`config.mk`:
```
export PLATFORM = sky130hd
export DESIGN_NAME = tdc_pulsegen
export DESIGN_NICKNAME = d
export VERILOG_FILES = /design/src/rtl/tdc_pulsegen_pkg.sv /design/src/rtl/tdc_pulsegen_core.sv /design/src/rtl/tdc_pulsegen.sv
export SDC_FILE = /design/constraint.sdc
export NUM_CORES = 1
export LEC_CHECK = 0
export ABC_AREA = 1
export CORE_ASPECT_RATIO = 1.25
export CORE_MARGIN = 5
export CORE_UTILIZATION = 51
export CTS_CLUSTER_DIAMETER = 60
export DETAILED_ROUTE_END_ITERATION = 16
export PLACE_DENSITY = 0.77
export SLEW_MARGIN = 15
export SYNTH_ARGS = -nofsm -noshare
export SYNTH_HDL_FRONTEND = slang
export SYNTH_SLANG_ARGS = --single-unit
```
`constraint.sdc`:
```
create_clock -name sys_clk -period 11 [get_ports sys_clk]
set_input_delay 2.75 -clock sys_clk [delete_from_list [all_inputs] [get_ports sys_clk]]
set_output_delay 2.75 -clock sys_clk [all_outputs]
set_load 0.02 [all_outputs]
```
`src/rtl/tdc_pulsegen_pkg.sv`:
```
`default_nettype none
// ============================================================================
// Module      : tdc_pulsegen_pkg
// Description : Shared constants for the TDC test-pulse generator: CSR
//               register indices, CTRL/STATUS bit positions and FSM states.
// Revision    : 1.0 - initial release
// ============================================================================
package tdc_pulsegen_pkg;

    // Register indices, decoded from csr_a[2:0]
    localparam logic [2:0] c_reg_ctrl   = 3'd0;
    localparam logic [2:0] c_reg_period = 3'd1;
    localparam logic [2:0] c_reg_width  = 3'd2;
    localparam logic [2:0] c_reg_count  = 3'd3;
    localparam logic [2:0] c_reg_sent   = 3'd4;
    localparam logic [2:0] c_reg_status = 3'd5;

    // CTRL bit positions
    localparam int c_ctrl_start = 0;
    localparam int c_ctrl_stop  = 1;
    localparam int c_ctrl_cont  = 2;

    // STATUS bit positions
    localparam int c_status_done = 0;

    // Pulse FSM encoding
    typedef enum logic [1:0] {
        ST_IDLE = 2'd0,
        ST_HIGH = 2'd1,
        ST_LOW  = 2'd2
    } state_t;

endpackage
`default_nettype wire

```
`src/rtl/tdc_pulsegen_core.sv`:
```
`default_nettype none
// ============================================================================
// Module      : tdc_pulsegen_core
// Description : Burst engine of the test-pulse generator. Snapshots the
//               clamped period/width/count at start, then walks HIGH/LOW
//               phases with a down-counter and counts completed pulses.
// Revision    : 1.0 - initial release
// ============================================================================
module tdc_pulsegen_core
    import tdc_pulsegen_pkg::*;
#(
    parameter int CNT_WIDTH = 32
) (
    input  logic                 clk,
    input  logic                 rst_n,
    input  logic                 i_start,
    input  logic                 i_stop,
    input  logic                 i_cont,
    input  logic [CNT_WIDTH-1:0] i_period,
    input  logic [CNT_WIDTH-1:0] i_width,
    input  logic [CNT_WIDTH-1:0] i_count,
    output logic                 o_pulse,
    output logic                 o_busy,
    output logic                 o_done,
    output logic [CNT_WIDTH-1:0] o_sent
);

    localparam logic [CNT_WIDTH-1:0] c_one = CNT_WIDTH'(1);
    localparam logic [CNT_WIDTH-1:0] c_two = CNT_WIDTH'(2);

    state_t                 r_state_q, w_state_d;
    logic [CNT_WIDTH-1:0]   r_phase_q, w_phase_d;
    logic [CNT_WIDTH-1:0]   r_per_q,   w_per_d;
    logic [CNT_WIDTH-1:0]   r_wid_q,   w_wid_d;
    logic [CNT_WIDTH-1:0]   r_cnt_q,   w_cnt_d;
    logic                   r_cont_q,  w_cont_d;
    logic [CNT_WIDTH-1:0]   r_sent_q,  w_sent_d;
    logic                   r_pulse_q, w_pulse_d;
    logic                   w_done;

    logic [CNT_WIDTH-1:0]   w_period_clamp;
    logic [CNT_WIDTH-1:0]   w_period_m1;
    logic [CNT_WIDTH-1:0]   w_width_clamp;
    logic [CNT_WIDTH-1:0]   w_sent_inc;

    // A period below 2 cannot hold both a high and a low cycle, so the width
    // is forced into 1..P-1 to guarantee a real edge pair every period.
    assign w_period_clamp = (i_period < c_two) ? c_two : i_period;
    assign w_period_m1    = w_period_clamp - c_one;
    assign w_width_clamp  = (i_width == '0)         ? c_one       :
                            (i_width > w_period_m1) ? w_period_m1 : i_width;
    assign w_sent_inc     = r_sent_q + c_one;

    assign o_pulse = r_pulse_q;
    assign o_busy  = (r_state_q != ST_IDLE);
    assign o_done  = w_done;
    assign o_sent  = r_sent_q;

    // Next-state, phase counter and burst bookkeeping
    always_comb begin
        w_state_d = r_state_q;
        w_phase_d = r_phase_q;
        w_per_d   = r_per_q;
        w_wid_d   = r_wid_q;
        w_cnt_d   = r_cnt_q;
        w_cont_d  = r_cont_q;
        w_sent_d  = r_sent_q;
        w_done    = 1'b0;

        case (r_state_q)
            ST_IDLE: begin
                if (i_start && !i_stop) begin
                    w_per_d  = w_period_clamp;
                    w_wid_d  = w_width_clamp;
                    w_cnt_d  = i_count;
                    w_cont_d = i_cont;
                    w_sent_d = '0;
                    // An empty one-shot burst completes immediately
                    if (!i_cont && (i_count == '0)) begin
                        w_done = 1'b1;
                    end else begin
                        w_state_d = ST_HIGH;
                        w_phase_d = w_width_clamp;
                    end
                end
            end
            ST_HIGH: begin
                if (r_phase_q == c_one) begin
                    w_state_d = ST_LOW;
                    w_phase_d = r_per_q - r_wid_q;
                end else begin
                    w_phase_d = r_phase_q - c_one;
                end
            end
            ST_LOW: begin
                if (r_phase_q == c_one) begin
                    w_sent_d = w_sent_inc;
                    if (!r_cont_q && (w_sent_inc == r_cnt_q)) begin
                        w_state_d = ST_IDLE;
                        w_done    = 1'b1;
                    end else begin
                        w_state_d = ST_HIGH;
                        w_phase_d = r_wid_q;
                    end
                end else begin
                    w_phase_d = r_phase_q - c_one;
                end
            end
            default: begin
                w_state_d = ST_IDLE;
            end
        endcase

        // STOP aborts from any state and never reports completion
        if (i_stop) begin
            w_state_d = ST_IDLE;
            w_done    = 1'b0;
        end

        w_pulse_d = (w_state_d == ST_HIGH);
    end

    // State and counter registers
    always_ff @(posedge clk) begin
        if (!rst_n) begin
            r_state_q <= ST_IDLE;
            r_phase_q <= '0;
            r_per_q   <= c_two;
            r_wid_q   <= c_one;
            r_cnt_q   <= c_one;
            r_cont_q  <= 1'b0;
            r_sent_q  <= '0;
            r_pulse_q <= 1'b0;
        end else begin
            r_state_q <= w_state_d;
            r_phase_q <= w_phase_d;
            r_per_q   <= w_per_d;
            r_wid_q   <= w_wid_d;
            r_cnt_q   <= w_cnt_d;
            r_cont_q  <= w_cont_d;
            r_sent_q  <= w_sent_d;
            r_pulse_q <= w_pulse_d;
        end
    end

endmodule
`default_nettype wire

```
`src/rtl/tdc_pulsegen.sv`:
```
`default_nettype none
// ============================================================================
// Module      : tdc_pulsegen
// Description : CSR-programmable TDC test-pulse generator. Holds the CSR
//               decode, configuration registers, registered readback and the
//               sticky DONE / one-cycle irq logic around the burst engine.
// Revision    : 1.0 - initial release
// ============================================================================
module tdc_pulsegen
    import tdc_pulsegen_pkg::*;
#(
    parameter logic [3:0] CSR_ADDR  = 4'h2,
    parameter int         CNT_WIDTH = 32
) (
    input  logic        sys_clk,
    input  logic        sys_rst_n,
    input  logic [13:0] csr_a,
    input  logic        csr_we,
    input  logic [31:0] csr_di,
    output logic [31:0] csr_do,
    output logic        irq,
    output logic        pulse_o,
    output logic        busy_o
);

    logic                 w_bank_hit;
    logic [2:0]           w_idx;
    logic                 w_wr;
    logic                 w_wr_ctrl;
    logic                 w_start;
    logic                 w_stop;
    logic                 w_cont_eff;
    logic                 w_start_acc;
    logic                 w_busy;
    logic                 w_core_done;
    logic [CNT_WIDTH-1:0] w_sent;
    logic [31:0]          w_rdata;
    logic                 w_unused_csr;

    logic [CNT_WIDTH-1:0] r_period_q, w_period_d;
    logic [CNT_WIDTH-1:0] r_width_q,  w_width_d;
    logic [CNT_WIDTH-1:0] r_count_q,  w_count_d;
    logic                 r_cont_q,   w_cont_d;
    logic                 r_done_q,   w_done_d;
    logic                 r_irq_q,    w_irq_d;
    logic [31:0]          r_csr_do_q, w_csr_do_d;

    assign w_bank_hit   = (csr_a[13:10] == CSR_ADDR);
    assign w_idx        = csr_a[2:0];
    assign w_wr         = csr_we && w_bank_hit;
    assign w_wr_ctrl    = w_wr && (w_idx == c_reg_ctrl);
    assign w_start      = w_wr_ctrl && csr_di[c_ctrl_start];
    assign w_stop       = w_wr_ctrl && csr_di[c_ctrl_stop];
    // A START write carrying CONT must launch a continuous burst directly
    assign w_cont_eff   = w_wr_ctrl ? csr_di[c_ctrl_cont] : r_cont_q;
    assign w_start_acc  = w_start && !w_stop && !w_busy;
    assign w_unused_csr = ^csr_a[9:3];

    assign csr_do  = r_csr_do_q;
    assign irq     = r_irq_q;
    assign busy_o  = w_busy;

    tdc_pulsegen_core #(
        .CNT_WIDTH (CNT_WIDTH)
    ) u_core (
        .clk      (sys_clk),
        .rst_n    (sys_rst_n),
        .i_start  (w_start),
        .i_stop   (w_stop),
        .i_cont   (w_cont_eff),
        .i_period (r_period_q),
        .i_width  (r_width_q),
        .i_count  (r_count_q),
        .o_pulse  (pulse_o),
        .o_busy   (w_busy),
        .o_done   (w_core_done),
        .o_sent   (w_sent)
    );

    // Register writes, DONE set/clear priority and irq strobe
    always_comb begin
        w_period_d = r_period_q;
        w_width_d  = r_width_q;
        w_count_d  = r_count_q;
        w_cont_d   = r_cont_q;
        w_done_d   = r_done_q;
        w_irq_d    = w_core_done;

        if (w_wr) begin
            case (w_idx)
                c_reg_ctrl:   w_cont_d   = csr_di[c_ctrl_cont];
                c_reg_period: w_period_d = csr_di[CNT_WIDTH-1:0];
                c_reg_width:  w_width_d  = csr_di[CNT_WIDTH-1:0];
                c_reg_count:  w_count_d  = csr_di[CNT_WIDTH-1:0];
                c_reg_status: begin
                    if (csr_di[c_status_done]) begin
                        w_done_d = 1'b0;
                    end
                end
                default: ;
            endcase
        end

        if (w_start_acc) begin
            w_done_d = 1'b0;
        end
        // Completion outranks a same-cycle W1C or start clear
        if (w_core_done) begin
            w_done_d = 1'b1;
        end
    end

    // Readback mux; zero whenever the bank does not match
    always_comb begin
        w_rdata = '0;
        case (w_idx)
            c_reg_ctrl: begin
                w_rdata[c_ctrl_start] = w_busy;
                w_rdata[c_ctrl_cont]  = r_cont_q;
            end
            c_reg_period: w_rdata[CNT_WIDTH-1:0] = r_period_q;
            c_reg_width:  w_rdata[CNT_WIDTH-1:0] = r_width_q;
            c_reg_count:  w_rdata[CNT_WIDTH-1:0] = r_count_q;
            c_reg_sent:   w_rdata[CNT_WIDTH-1:0] = w_sent;
            c_reg_status: w_rdata[c_status_done] = r_done_q;
            default: ;
        endcase
        w_csr_do_d = w_bank_hit ? w_rdata : 32'd0;
    end

    // CSR registers, status and readback pipeline
    always_ff @(posedge sys_clk) begin
        if (!sys_rst_n) begin
            r_period_q <= CNT_WIDTH'(2);
            r_width_q  <= CNT_WIDTH'(1);
            r_count_q  <= CNT_WIDTH'(1);
            r_cont_q   <= 1'b0;
            r_done_q   <= 1'b0;
            r_irq_q    <= 1'b0;
            r_csr_do_q <= 32'd0;
        end else begin
            r_period_q <= w_period_d;
            r_width_q  <= w_width_d;
            r_count_q  <= w_count_d;
            r_cont_q   <= w_cont_d;
            r_done_q   <= w_done_d;
            r_irq_q    <= w_irq_d;
            r_csr_do_q <= w_csr_do_d;
        end
    end

endmodule
`default_nettype wire

```
* Yosys cells after proc, flatten, opt, wreduce, memory -nomap -nowiden
Cells that the tools add are included.
** Cells by class
- Add/subtract/negate cells :: 4
- Magnitude comparators :: 2
- Equal/unequal tests :: 15
- Muxes and demuxes :: 35
- Reduce and logical (&&, ||, !) cells :: 31
** Operators with widths (number)
- $mux 32 :: 10
- $pmux 29 s4 :: 1
- $pmux 32 s3 :: 1
- $logic_not 32->1 :: 2
- $pmux 32 s2 :: 1
- $sub 32x1->32 const B :: 2
- $add 32x1->32 const B :: 1
- $eq 32x1->1 const B :: 1
- $eq 32x32->1 :: 1
- $gt 32x32->1 :: 1
- $lt 32x2->1 const B :: 1
- $sub 32x32->32 :: 1
- $mux 1 :: 12
- $reduce_and 2->1 :: 6
- $reduce_bool 3->1 :: 4
- $mux 2 :: 5
- $logic_and 1x1->1 :: 8
- $eq 3x2->1 const B :: 2
- $eq 3x3->1 const B :: 2
- $pmux 1 s6 :: 1
- $pmux 2 s3 :: 1
- $reduce_and 3->1 :: 2
- $pmux 1 s5 :: 1
- $eq 2x1->1 const B :: 2
- other kinds (13) :: 18
** Storage, ports and cells
- Flip-flop bits (word level) :: 295
- Input port bits :: 49
- Word-level logic and storage cells :: 102

* Depth between registers and ports, before layout
- Depth in word-level cells :: 12
- Gate-level depth with buffers :: 35

* Modules after synthesis
A second synthesis with hierarchy kept.
** Unflattened totals
- Cells, all modules :: 3331
- Area, all modules :: 19702.6 um2
** By module, submodules not included
- tdc_pulsegen_core :: times used 1, cells an instance 2431, area each 14077.3 um2, sequential area each 3283.1 um2
- tdc_pulsegen :: times used 1, cells an instance 900, area each 5625.4 um2, sequential area each 2622.5 um2

* Worst setup path after synthesis
No wires, ideal clock.
- Path type :: input to register
- From :: input port csr_a[10]
- To :: register u_core.r_cnt_q[11]
- Setup time :: 0.128 ns
- Arrival time :: 4.518 ns
- Data required time :: 10.872 ns
- Path slack :: 6.354 ns
- Stages :: 9
- Buffers on the path :: 3
- Cell sequence :: nor4_1 nand2_1 nor2_1 nand3_1 nor2_1 buf_2 clkbuf_1 clkbuf_1 a21oi_1
** On the way
- Longest elaborated chain between the ends :: 7
- Elaborated cells between the ends (all ways) :: 8
** RTL lines
- start, declared :: line tdc_pulsegen.sv:17 : input logic [13:0] csr_a,
- $eq 4x2->1 * :: line tdc_pulsegen.sv:48 : assign w_bank_hit = (csr_a[13:10] == CSR_ADDR);
- $logic_and 1x1->1 * :: line tdc_pulsegen.sv:50 : assign w_wr = csr_we && w_bank_hit;
- $logic_and 1x1->1 * :: line tdc_pulsegen.sv:51 : assign w_wr_ctrl = w_wr && (w_idx == c_reg_ctrl);
- $logic_and 1x1->1 :: line tdc_pulsegen.sv:53 : assign w_stop = w_wr_ctrl && csr_di[c_ctrl_stop];
- $logic_not 1->1 :: line tdc_pulsegen_core.sv:72 : if (i_start && !i_stop) begin
- $logic_and 1x1->1 * :: line tdc_pulsegen_core.sv:72
- $reduce_and 2->1 (no line) *
- end signal, assigned :: line tdc_pulsegen_core.sv:130 : r_cnt_q <= c_one;
- end signal, assigned :: line tdc_pulsegen_core.sv:139 : r_cnt_q <= w_cnt_d;
- end, declared :: line tdc_pulsegen_core.sv:35 : logic [CNT_WIDTH-1:0] r_cnt_q, w_cnt_d;
Every way passes the cells marked *; elsewhere a longest branch is shown, timed or not.
A chain may end at the register's enable or synchronous reset.

* Final worst setup path
- From :: register r_period_q[28]
- To :: register u_core.r_phase_q[0]
** On the way
- Longest elaborated chain between the ends :: 9
** RTL lines
- start, declared :: line tdc_pulsegen.sv:40 : logic [CNT_WIDTH-1:0] r_period_q, w_period_d;
- start signal, assigned :: line tdc_pulsegen.sv:142 : r_period_q <= w_period_d;
- $lt 32x2->1 :: line tdc_pulsegen_core.sv:48 : assign w_period_clamp = (i_period < c_two) ? c_two : i_period;
- $mux 32 * :: line tdc_pulsegen_core.sv:48
- $sub 32x1->32 * :: line tdc_pulsegen_core.sv:49 : assign w_period_m1 = w_period_clamp - c_one;
- $gt 32x32->1 :: line tdc_pulsegen_core.sv:51 : (i_width > w_period_m1) ? w_period_m1 : i_width;
- $mux 32 * :: line tdc_pulsegen_core.sv:51
- $mux 32 * :: line tdc_pulsegen_core.sv:50 : assign w_width_clamp = (i_width == '0) ? c_one :
- $mux 32 * :: line tdc_pulsegen_core.sv:79 : if (!i_cont && (i_count == '0)) begin
- $mux 32 * :: line tdc_pulsegen_core.sv:72
- $pmux 32 s3 * :: line tdc_pulsegen_core.sv:70 : case (r_state_q)
- end signal, assigned :: line tdc_pulsegen_core.sv:136 : r_phase_q <= w_phase_d;
- end, declared :: line tdc_pulsegen_core.sv:32 : logic [CNT_WIDTH-1:0] r_phase_q, w_phase_d;
Every way passes the cells marked *; elsewhere a longest branch is shown, timed or not. The select of a mux whose other input is x is not followed.

==> results.txt <==
The run finished with clean final reports. The synthesized area came out at 18,400 sq um. Dividing the detail-routed wire length by the instance count gives 19.4 um.

In this run the vertical extent of the chip is 222 um. The tools report the final sum of negative setup slack as 0 ps. The count of buffers inserted at the top-level ports came out at 76.

For the number of DRC violations after detailed-routing iteration 0, the log shows 1,740. By instance count, the cell type seen most on the critical path is nand2_1. The net load switching power is 660 uW. At the worst endpoint, the arrival time is 7430 ps.

The run gives 295 as the number of sinks on the clock net. Measured along the x axis, the die boundary spans 180 um. The post-synthesis cell count is 2,872. The worst setup path is captured at a register.

For this configuration, the core starts out at a cell density of 51.8%. The tools report the count of vias placed by the detailed router as 19,500. The largest individual stage delay along the critical path comes from the cell o21ai_0. The number of levels the H-tree was split into is 2. The total number of yosys warnings was 0; the synthesized area per cell was 6.41 sq um. The leftover overflow at the end of global routing was 0; the relative slew slack was 28.7%.

The die covers 40,000 sq um. Number of diodes: 0. The worst setup path is of the reg -> reg kind. The proportion of power drawn by the clock network was 47.5%; the final period demand of the worst path was 6950 ps.

In this run, post-CTS hold repair placed 0 buffers. The initialized floorplan defines 77 standard-cell rows. For this run, the total global-route usage over all layers was measured as 31.3%. Power spread over the standard cell area amounts to 122 nW/um^2.

The internal power summed over all cells came out at 1.85 mW. The run gives 0 as the number of failing setup endpoints in the final timing report. The number of cells upsized or downsized after cts is 0, and the slew at the pin closest to its max-slew limit is 1060 ps. Counting distinct cell types in the post-synthesis netlist gives 49.

Static leakage power: 9.28 nW. The class of the tightest hold or removal check was reg -> reg. TritonCTS built the clock tree. Total clock buffers created by CTS: 35. The logs give 49.2 mm for the half-perimeter wire length after detailed placement and 0 for the initial antenna violation count. The number of enable flip-flop cells after synthesis works out to 0. The ratio of routed vias to standard cells is 5.79, and the peak fanout along the critical path is 29. The core area is 35,600 sq um. The ratio of final minimum period to clock period works out to 63.2%. The top cell types in the final layout, fill and taps aside, are nand2_1, inv_1, nor2_1. The net count of the finished layout is 2,995.

For the sequential area share after synthesis, the log shows 32.1%. Static timing analysis puts the maximum clock frequency at 144 MHz. In the final layout, the share of cells above drive strength 1 is 3.93%.

Synthesis produced a netlist with a net count of 2,993. In this run the post-CTS setup repair buffer count came out at 0. The switching power share of the total is 26.3%. The layout has 3,552 filler cells.

Across the run, the number of max-cap violations was 0. The run gives 2.51 mW as the overall power consumption. Pin placement for this block handled 84 I/O pins.

In this run, the combinational gates consume 9.7% of the power. Setup repair after global routing left no endpoint under its margin. The most used flip-flop cell after synthesis is dfxtp_1. The tools report the global-route wire length before repair as 102 mm.

After clock tree synthesis, the clock-pin slew on the worst setup and hold paths is 60 ps. For this run, design rule violations remaining after detail routing come to 0. Clock latency on the worst-skew pair, taken at its later pin, is 550 ps. The largest single stage delay on the critical path is 690 ps. For the routability-driven placement congestion ratio, the log shows 1.08. Compared with the post-synthesis result, the final layout area differs by 11.8%.

For the worst setup path, the data required time is 11,480 ps. Leaving out fill and tap cells, the most frequent cell in the layout is nand2_1. The max-slew violation count was 0.

The hold violation total from the final report is 0. For the number of global-route vias before repair, the log shows 18,600. Across the routed clock network, the largest skew measured is 27.5 ps. The tools report the wire length reported by the detailed router as 65.5 mm. In this run the clock root is driven by a clkbuf_16. The number of nets still failing antenna checks after routing came out at 0. STA classifies the critical path startpoint as a register.

The post-synthesis sequential element count is 295. The number of detailed-route iterations in the first pass is 6, and the part of the power in registers is 42.8%. The run gives 3 as the buffer depth of the longest clock path. Maximum vdd drop: 147 uV. The pin count of the biggest net entering global routing came out at 99. The fraction of synthesis flops using an asynchronous set or reset pin is 0%.
power groups by stage:
stage | clock (mW) | sequential (mW) | combinational (mW)
floorplan | 0 | 1.10 | 0.153
global placement | 0 | 1.10 | 0.232
detailed placement | 0 | 1.10 | 0.235
CTS | 1.21 | 1.07 | 0.236
global route | 1.25 | 1.07 | 0.266
finish | 1.19 | 1.07 | 0.244
routing by layer:
layer  track usage (%)  share of wire (%)  vias to the layer above
met3              3.57                6.1                      196
met5                 0                  0                        -
li1                  -                  -                     9577
met1              39.1                 41                     8966
met4              16.6                5.9                        0
met2              53.1                 47                      775
cell usage after synthesis, types with 2 or more instances:
cell | instances | area (sq um)
clkbuf_1 | 105 | 394
o21ai_1 | 4 | 20.0
nor3_2 | 2 | 20.0
o21a_1 | 2 | 15.0
a21oi_1 | 317 | 1590
buf_2 | 16 | 80.1
and3_1 | 2 | 12.5
nand4_1 | 70 | 438
nand2_2 | 2 | 12.5
inv_2 | 10 | 37.5
a211oi_1 | 15 | 113
clkinv_1 | 3 | 11.3
ha_1 | 71 | 888
a32oi_1 | 2 | 17.5
a221oi_1 | 32 | 280
nor2_2 | 6 | 37.5
a22oi_1 | 10 | 75.1
nand3b_1 | 11 | 82.6
nand2_1 | 569 | 2140
nor2_4 | 4 | 45.0
nor2_1 | 332 | 1250
xor2_1 | 52 | 455
nor3b_1 | 3 | 22.5
buf_1 | 5 | 18.8
o22ai_1 | 37 | 231
inv_1 | 343 | 1290
nor4_1 | 9 | 56.3
and2_1 | 5 | 31.3
buf_6 | 3 | 33.8
a31oi_1 | 11 | 68.8
nand3_1 | 159 | 796
buf_4 | 3 | 22.5
dfxtp_1 | 295 | 5910
o211ai_1 | 14 | 105
xnor2_1 | 6 | 52.6
nor3_1 | 36 | 180
o21ai_0 | 291 | 1460
or2_2 | 4 | 25.0
cells by family (layout without fill, tap and decap cells):
kind of cell,Yosys count,count (layout),synth area share (%)
AND/OR/NAND/NOR,1216,1216,28.1
AO/OA/AOI/OAI,743,743,21.9
buffers and inverters,488,514,10.2
flip-flops,295,295,32.1
adder cells (fa/ha/maj),72,72,4.93
XOR/XNOR,58,58,2.76
state kept, by name (all words and copies together), names as in the netlist, 2 cells and up:
name              flops
u_core.r_per_q       32
u_core.r_phase_q     32
r_period_q           32
r_count_q            32
u_core.r_state_q      2
u_core.o_sent        32
u_core.r_cnt_q       32
r_width_q            32
u_core.r_wid_q       32
csr_do               32
worst paths after layout:
kind / from / to / slack [ps] / cells past startpoint
min: u_core.r_phase_q[1]$_SDFFE_PN0P_ / u_core.r_phase_q[1]$_SDFFE_PN0P_ / 480 / 2
min reg2reg: u_core.r_phase_q[1]$_SDFFE_PN0P_ / u_core.r_phase_q[1]$_SDFFE_PN0P_ / 480 / 2
max reg2reg: r_period_q[28]$_SDFFE_PN0P_ / u_core.r_phase_q[0]$_SDFFE_PN0P_ / 4050 / 30
max: r_period_q[28]$_SDFFE_PN0P_ / u_core.r_phase_q[0]$_SDFFE_PN0P_ / 4050 / 30
area by class of cell:
type	instances	area (sq um)	area share, %
flip-flops and latches	295	5910	28.7
clock inverters	12	165	0.802
clock buffers	49	1020	4.95
repair buffers	97	916	4.45
well taps	474	593	2.88
inverters	356	1340	6.49
multi-input cells	2089	10700	51.7
stage by stage:
step	util (%)	cell area [sq um]	setup slack, ps	hold WS, ps	std cells
floorplan	-	18400	6350	446	2872
global placement	54.6	19400	3900	461	3311
detailed placement	54.6	19400	3820	468	3311
CTS	57.9	20600	4200	482	3372
global route	57.9	20600	3550	512	3372
finish	57.9	20600	4050	477	3372
critical path, delay by kind of cell (launching register included):
kind	cells	cell delay, ps
AND/OR/NAND/NOR	22	4590
AO/OA/AOI/OAI	2	840
buffers and inverters	3	500
adder cells (fa/ha/maj)	2	500
flip-flops	1	310
XOR/XNOR	1	140
(Power assumes the default switching activity.)
